--- config.mk ---
export PLATFORM = sky130hd
export DESIGN_NAME = pulse_meter_flat
export DESIGN_NICKNAME = d
export VERILOG_FILES = /design/src/rtl/pulse_meter_if.sv /design/src/rtl/pulse_meter.sv /design/src/flat_wrapper.sv
export SDC_FILE = /design/constraint.sdc
export NUM_CORES = 1
export LEC_CHECK = 0
export ABC_AREA = 1
export BUFFER_PORTS_ARGS = -buffer_cell sky130_fd_sc_hd__buf_2
export CAP_MARGIN = 10
export CORE_AREA = 3 3 109 85
export DETAILED_ROUTE_END_ITERATION = 6
export DIE_AREA = 0 0 112 88
export PLACE_DENSITY = 0.5
export SETUP_SLACK_MARGIN = 0.05
export SYNTH_ARGS = -nofsm -noshare
export SYNTH_HDL_FRONTEND = slang
export SYNTH_SLANG_ARGS = --single-unit
--- constraint.sdc ---
create_clock -name clk -period 2.6 [get_ports clk]
set_clock_uncertainty 0.2 [all_clocks]
set_input_delay 0.26 -clock clk [delete_from_list [all_inputs] [get_ports clk]]
set_output_delay 0.26 -clock clk [all_outputs]
set_load 0.02 [all_outputs]
--- src/rtl/pulse_meter_if.sv ---
// Pulse meter bundle: the sampled pulse input plus the measurement results.
// Modports: slave = meter side (takes sig, drives results); master = source/observer side.
interface pulse_meter_if #(
    parameter int W = 8
);
    logic         sig;
    logic [W-1:0] width;
    logic [W-1:0] period;
    logic         valid;
    logic         ovf;
    logic         timeout;
    logic         busy;

    modport slave (
        input  sig,
        output width, period, valid, ovf, timeout, busy
    );

    modport master (
        output sig,
        input  width, period, valid, ovf, timeout, busy
    );
endinterface

--- src/rtl/pulse_meter.sv ---
// Pulse meter: synchronizes an async pulse train and measures high width and
// rise-to-rise period in clk cycles, strobing valid per completed pulse.
// Ports: clk, reset (async, active-high), pm (pulse_meter_if.slave):
//   sig in; width/period/ovf held until next valid; valid/timeout strobes; busy.
// Optional: define GLITCH_FILTER_EN to discard pulses narrower than MIN_WIDTH.
module pulse_meter #(
    parameter int W           = 8,
    parameter int SYNC_STAGES = 2,
    parameter int MIN_WIDTH   = 2
) (
    input  logic          clk,
    input  logic          reset,
    pulse_meter_if.slave  pm
);

    typedef enum logic [1:0] {
        S_IDLE = 2'd0,
        S_HIGH = 2'd1,
        S_LOW  = 2'd2
    } state_t;

    localparam logic [W-1:0] ONE   = W'(1);
    localparam logic [W-1:0] MAX   = '1;
    localparam logic [W-1:0] MIN_W = W'(MIN_WIDTH);

`ifdef GLITCH_FILTER_EN
    localparam logic FILT_EN = 1'b1;
`else
    localparam logic FILT_EN = 1'b0;
`endif

    logic [SYNC_STAGES-1:0] sync_q, sync_d;
    logic                   s_d_q, s_d_d;
    state_t                 state_q, state_d;
    logic [W-1:0]           hcnt_q, hcnt_d;
    logic [W-1:0]           pcnt_q, pcnt_d;
    logic                   sat_q, sat_d;
    logic [W-1:0]           wr_q, wr_d;
    logic [W-1:0]           width_q, width_d;
    logic [W-1:0]           period_q, period_d;
    logic                   ovf_q, ovf_d;
    logic                   valid_q, valid_d;
    logic                   timeout_q, timeout_d;

    logic         s, rise, fall, glitch;
    logic [W-1:0] hinc, pinc;

    assign sync_d = {sync_q[SYNC_STAGES-2:0], pm.sig};
    assign s      = sync_q[SYNC_STAGES-1];
    assign s_d_d  = s;
    assign rise   = s & ~s_d_q;
    assign fall   = ~s & s_d_q;

    // Counters saturate instead of wrapping.
    assign hinc = (hcnt_q == MAX) ? MAX : hcnt_q + ONE;
    assign pinc = (pcnt_q == MAX) ? MAX : pcnt_q + ONE;

    // Too-short pulse; only acted on when the filter is built in.
    assign glitch = FILT_EN & fall & (hcnt_q < MIN_W);

    always_comb begin
        state_d   = state_q;
        hcnt_d    = hcnt_q;
        pcnt_d    = pcnt_q;
        sat_d     = sat_q;
        wr_d      = wr_q;
        width_d   = width_q;
        period_d  = period_q;
        ovf_d     = ovf_q;
        valid_d   = 1'b0;
        timeout_d = 1'b0;
        unique case (state_q)
            S_IDLE: begin
                if (rise) begin
                    state_d = S_HIGH;
                    hcnt_d  = ONE;
                    pcnt_d  = ONE;
                    sat_d   = 1'b0;
                end
            end
            S_HIGH: begin
                if (glitch) begin
                    state_d = S_IDLE;
                end else if (fall) begin
                    wr_d    = hcnt_q;
                    pcnt_d  = pinc;
                    sat_d   = sat_q | (pinc == MAX);
                    state_d = S_LOW;
                end else begin
                    hcnt_d = hinc;
                    pcnt_d = pinc;
                    sat_d  = sat_q | (hinc == MAX) | (pinc == MAX);
                    if (pinc == MAX) begin
                        timeout_d = 1'b1;
                        state_d   = S_IDLE;
                    end
                end
            end
            S_LOW: begin
                if (rise) begin
                    width_d  = wr_q;
                    period_d = pcnt_q;
                    ovf_d    = sat_q;
                    valid_d  = 1'b1;
                    hcnt_d   = ONE;
                    pcnt_d   = ONE;
                    sat_d    = 1'b0;
                    state_d  = S_HIGH;
                end else begin
                    pcnt_d = pinc;
                    sat_d  = sat_q | (pinc == MAX);
                    if (pinc == MAX) begin
                        timeout_d = 1'b1;
                        state_d   = S_IDLE;
                    end
                end
            end
            default: begin
                state_d = S_IDLE;
            end
        endcase
    end

    always_ff @(posedge clk or posedge reset) begin
        if (reset) begin
            sync_q    <= '0;
            s_d_q     <= 1'b0;
            state_q   <= S_IDLE;
            hcnt_q    <= '0;
            pcnt_q    <= '0;
            sat_q     <= 1'b0;
            wr_q      <= '0;
            width_q   <= '0;
            period_q  <= '0;
            ovf_q     <= 1'b0;
            valid_q   <= 1'b0;
            timeout_q <= 1'b0;
        end else begin
            sync_q    <= sync_d;
            s_d_q     <= s_d_d;
            state_q   <= state_d;
            hcnt_q    <= hcnt_d;
            pcnt_q    <= pcnt_d;
            sat_q     <= sat_d;
            wr_q      <= wr_d;
            width_q   <= width_d;
            period_q  <= period_d;
            ovf_q     <= ovf_d;
            valid_q   <= valid_d;
            timeout_q <= timeout_d;
        end
    end

    assign pm.width   = width_q;
    assign pm.period  = period_q;
    assign pm.ovf     = ovf_q;
    assign pm.valid   = valid_q;
    assign pm.timeout = timeout_q;
    assign pm.busy    = (state_q != S_IDLE);

endmodule

--- src/flat_wrapper.sv ---
// flat-port wrapper written by rule: the top's interface ports become plain ports
module pulse_meter_flat 
#(
    parameter int W           = 8,
    parameter int SYNC_STAGES = 2,
    parameter int MIN_WIDTH   = 2
)
  (clk, reset, pm_sig, pm_width, pm_period, pm_valid, pm_ovf, pm_timeout, pm_busy);
  pulse_meter_if #(.W(W)) pm_i ();
  input  logic clk;
  input  logic reset;
  input wire logic [$bits(pm_i.sig)-1:0] pm_sig;
  output wire logic [$bits(pm_i.width)-1:0] pm_width;
  output wire logic [$bits(pm_i.period)-1:0] pm_period;
  output wire logic [$bits(pm_i.valid)-1:0] pm_valid;
  output wire logic [$bits(pm_i.ovf)-1:0] pm_ovf;
  output wire logic [$bits(pm_i.timeout)-1:0] pm_timeout;
  output wire logic [$bits(pm_i.busy)-1:0] pm_busy;
  assign pm_i.sig = pm_sig;
  assign pm_width = pm_i.width;
  assign pm_period = pm_i.period;
  assign pm_valid = pm_i.valid;
  assign pm_ovf = pm_i.ovf;
  assign pm_timeout = pm_i.timeout;
  assign pm_busy = pm_i.busy;
  pulse_meter #(.W(W), .SYNC_STAGES(SYNC_STAGES), .MIN_WIDTH(MIN_WIDTH)) u_core (.clk(clk), .reset(reset), .pm(pm_i));
endmodule
# Word-level counts from Yosys, hierarchy flattened
# Index checks and enable logic that the tools add are counted.
word_totals:
  reg_bits: 49
  inputBits: 3
  output_inout_bits: 20
  wordCells: 61
classes:
  addsub: 2
  eq_ne: 9
  muxes: 22
  bitwise: 7
  n_reduce_logical: 9
op_table:
  columns: ["cell", "n"]
  rows:
  - ["$mux 8", 5]
  - ["$eq 8x8->1 const B", 4]
  - ["$pmux 8 s3", 1]
  - ["$add 8x1->8 const B", 2]
  - ["$pmux 8 s2", 1]
  - ["$mux 1", 8]
  - ["$mux 2", 4]
  - ["$pmux 2 s3", 1]
  - ["$reduce_and 2->1", 3]
  - ["$ne 2x1->1 const B", 2]
  - ["$reduce_bool 2->1", 2]
  - ["$or 1x1->1", 3]
  - ["$pmux 1 s3", 1]
  - ["$reduce_and 3->1", 1]
  - ["$reduce_bool 3->1", 1]
  - ["$and 1x1->1", 2]
  - ["$eq 2x1->1 const B", 1]
  - ["$eq 2x2->1 const B", 1]
  - ["$logic_not 2->1", 1]
  - ["$ne 2x2->1 const B", 1]
  - ["$not 1->1", 2]
  - ["$pmux 1 s2", 1]
  - ["$reduce_or 2->1", 1]

# Depth between registers and ports, before layout
depth:
  word_depth: 7
  ltp_mapped: 13
  depth_no_buf: 13

# Least setup slack after synthesis
# Ideal clock, no wire load.
synth_path:
  path_kind: "register to register"
  from: "register u_core.state_q[0]"
  to: "register u_core.hcnt_q[0]"
  setup_time_ns: 0.122
  t_arrival_ns: 1.551
  t_required_ns: 2.278
  setup_slack_ns: 0.727
  path_stages_with_launch: 12
  n_path_buf: 1
  synth_period_minus_slack_ns: 1.873
  path_cell_list: "dfrtp_1 -> inv_1 -> ha_1 -> inv_1 -> nor2_2 -> nor2_4 -> buf_6 -> nand3_4 -> inv_4 -> nand2_2 -> nor3_2 -> a21oi_1"
synth_via:
  elab_chain_len: 4
  word_cells_on_any_way: 9
  classes_between: "eq/ne (4); mux (1); reduce/logical (4)"
synth_rtl:
  columns: ["item", "line", "text"]
  rows:
  - ["start, declared", "pulse_meter.sv:34", "state_t state_q, state_d;"]
  - ["start signal, assigned", "pulse_meter.sv:141", "state_q <= state_d;"]
  - ["$eq 2x2->1 or $logic_not 2->1 (tied branches)", "pulse_meter.sv:72", "unique case (state_q)"]
  - ["$reduce_or 2->1 (no source line)", null, null]
  - ["$ne 2x1->1 (no source line) or $reduce_bool 2->1 (tied branches)", null, null]
  - ["$reduce_and 3->1 (no source line)", null, null]
  - ["end signal, assigned", "pulse_meter.sv:142", "hcnt_q <= hcnt_d;"]
  - ["end, declared", "pulse_meter.sv:35", "logic [W-1:0] hcnt_q, hcnt_d;"]
# Parallel ways exist; a longest one is shown, timed or not.
# A chain may end at the register's enable or synchronous reset.

# Worst setup path after layout
layout_path:
  from: "register u_core.state_q[0]"
  to: "register u_core.sat_q"
layout_via:
  elab_chain_len: 3
  word_cells_on_any_way: 7
  classes_between: "eq/ne (3); mux (1); reduce/logical (3)"
layout_rtl:
  columns: ["item", "line", "text"]
  rows:
  - ["$eq 2x1->1 (tied with other cells)", "pulse_meter.sv:72", null]
  - ["$reduce_bool 3->1 (no source line) or $ne 2x1->1 (tied branches)", null, null]
  - ["$reduce_and 2->1 (no source line)", null, null]
  - ["end signal, assigned", "pulse_meter.sv:144", "sat_q <= sat_d;"]
  - ["end, declared", "pulse_meter.sv:37", "logic sat_q, sat_d;"]
# Parallel ways exist; a longest one is shown, timed or not.

==> summary.txt <==
Global routing
  • Largest net degree at the start of global routing: 35
  • Vias in the first global route: 1835
  • GRT overflow: 0
  • Global-route wire length before repair: 9.618 mm
  • Total track usage: 12.12%
  • Initial antenna violation count: 0

Route
  • Routed length per instance: 12.70 um
  • DRT antenna net count: 0
  • WL final: 5.639 mm
  • TritonRoute pass-1 iters: 4
  • Initial DRC count: 77
  • Post-route DRC violation count: 0
  • Via count: 1984
  • Drt via density: 4.468

Critical path
  • Top cell by count, worst path: inv_1
  • Slowest CP cell: dfrtp_1
  • CP Class: flop to flop
  • R2R setup slack: 550 ps
  • RR Startpoint: u_core.state_q[0]
  • Critical Path Sink Type: flop
  • Crit path DAT: 2100 ps
  • RR Endpoint: u_core.sat_q
  • Worst r2r path cells: 11
  • Crit path buf inv count: 4
  • Stages on worst setup path: 11
  • Worst path max stage delay: 400 ps
  • CP delay by family, top: simple AND/OR/NAND/NOR gates
  • Required @ worst endpoint: 2650 ps
  • Worst-path fanout max: 11
  • Cell Chain, Critical Path: inv_1, ha_1, inv_1, nor2_2, nor2_4, inv_2, a21oi_4, nand2_1, o21ai_1, nand2_1, inv_1
  • Worst Setup Start Kind: flop

Logic synthesis
  • Synth top area cells: dfrtp_1, nand2_1, inv_1
  • Seq/Total Area, Yosys: 49.45%
  • Synth area leader: dfrtp_1
  • Mapped Nets: 316
  • Post-synthesis cell type count: 28
  • Synth top area share: 49.45%
  • Synthesized flop and latch total: 49
  • Post-Syn Area: 2480 sq um
  • Yosys warning total: 0
  • Count leader, synth: nand2_1
  • Avg Inst Size Synth: 8.078 sq um
  • Top FF cell, synth: dfrtp_1
  • Async SR Flop Fraction: 100.0%
  • Gate Count Post-Synth: 307
  • Post-synth EDFFs: 0
  • Synth top cells by count: nand2_1, inv_1, dfrtp_1, o21ai_0, nand3_1

STA
  • RSZ-0062 raised after global routing: no
  • Relative slew slack: 57.96%
  • Fin. max-slew vios: 0
  • Setup Total Neg Slack: 0 ps
  • Count of final setup violators: 0
  • Fin. Hold Viols: 0
  • Crit share post-route: 78.90%
  • Final Critical Period: 2051 ps
  • Max Fclk: 487.5 MHz
  • Tightest Pin Transition: 629.7 ps
  • Worst Slack Setup Final: 548.6 ps

Cells and area
  • Antenna Cells: 0
  • Area Growth Syn to Fin: 14.38%
  • Share of cells above drive strength 1: 16.67%
  • Fillcell total: 862
  • Final Util: 34.14%
  • Nets@finish: 344

Place
  • Port bufs: 22
  • DP Worst Slack: 562.0 ps
  • Post-DP HPWL: 4.240 mm
  • Routability Congestion: 0.8232

Clocking
  • CTS Root Cell: clkbuf_8
  • CTS tree: done
  • Worst skew pair latency: 300 ps
  • Post-cts sizing count: 0
  • Htree depth: 2
  • CTS Buf Count: 5
  • CTS clk-pin slew, worst paths: 90 ps
  • Clock sink count: 49
  • Clock Path Buffers: 2

Worst hold path
  • Worst hold start: u_core.sync_q[0]
  • Class of the worst hold path: flop to flop
  • Min-Delay Endpoint: u_core.sync_q[1]
  • Hold depth: 0

Floorplanning
  • Die Footprint: 9856 sq um
  • Ports: 23
  • Die W: 112 um
  • Starting Density: 29.84%
  • Die Y: 88 um
  • CORE AREA: 8309 sq um
  • Cell Rows: 29

Run
  • Max_cap viols: 0

Power and ir drop
  • PwrDens: 813.1 nW/um^2
  • VDD IR max: 0.3188 mV
  • Total leakage power: 1.458 nW

Outcome
  • Status: complete, no violations
[per-layer routing]
layer | vias to the layer above | track usage (%) | wire length [um]
met4 | 0 | 1.638 | 24
met2 | 38 | 16.49 | 2135
met3 | 2 | 2.348 | 242
li1 | 1021 | - | -
met1 | 923 | 19.92 | 3236
met5 | - | 0 | 0
[stage by stage]
stage,hold slack (ps),cells,total power (W),instance area (sq um)
after detailed placement,134.7,434,0.001822,2718
after floorplan,91.43,307,0.001610,2480
final,155.3,444,0.002306,2836
after global routing,184.0,444,0.002489,2836
after CTS,158.0,444,0.002322,2836
after global placement,134.5,434,0.001811,2718
[how the worst max path moves through the flow]
stage	from	end	slack (ps)
finish	u_core.state_q[0]	u_core.sat_q	550
global route	u_core.state_q[1]	u_core.sat_q	360
CTS	u_core.state_q[1]	u_core.hcnt_q[0]	550
detailed placement	u_core.state_q[1]	u_core.hcnt_q[0]	560
global placement	u_core.state_q[0]	u_core.sat_q	610
floorplan	u_core.state_q[0]	u_core.hcnt_q[0]	730
[cell type report]
cell class                      instances  area (sq um)  area share, %
Multi-Input combinational cell        197          1007          35.51
Sequential cell                        49          1226          43.23
Inverter                               53         201.4          7.102
Clock inverter                          2         16.27         0.5734
Tap cell                              108         135.1          4.764
Clock buffer                            6         82.58          2.911
Timing Repair Buffer                   29         167.7          5.911
[power by group]
| part | total [W] | switching, W | internal, W |
|---|---|---|---|
| clock network | 0.000492 | 0.000273 | 0.000220 |
| logic | 0.000835 | 0.000563 | 0.000272 |
| registers | 0.000979 | 0.000106 | 0.000874 |
[kinds of logic after synthesis]
family | share of synthesized area [%]
simple gates | 25.68
buf+inv | 9.940
compound gates | 11.55
flops | 49.45
fa+ha+maj | 3.027
xor+xnor | 0.3532
[state kept, by name, summed over array words and instances, names as in the netlist]
register / count
u_core.pm.width: 8
u_core.sat_q: 1
u_core.pm.valid: 1
u_core.pm.timeout: 1
u_core.state_q: 2
u_core.pm.period: 8
u_core.hcnt_q: 8
u_core.pcnt_q: 8
u_core.pm.ovf: 1
u_core.s_d_q: 1
u_core.wr_q: 8
u_core.sync_q: 2
[cell usage in the layout (no fill, tap or decap), types with 5 or more instances in the layout]
master    netlist  routed
nor2_1         10      10
clkbuf_8        0       6
inv_1          50      49
dfrtp_1        49      49
buf_4           2       5
nand4_1         5       5
nand3_1        26      26
buf_2           0      22
nand2_1        81      81
o21ai_0        37      37
ha_1            6       6
[what timing repair did]
action                    4_1_cts  5_1_grt
hold buffers                    2        0
setup buffers                   0        0
hold endpoints to repair       28        0
(Power assumes the default switching activity.)
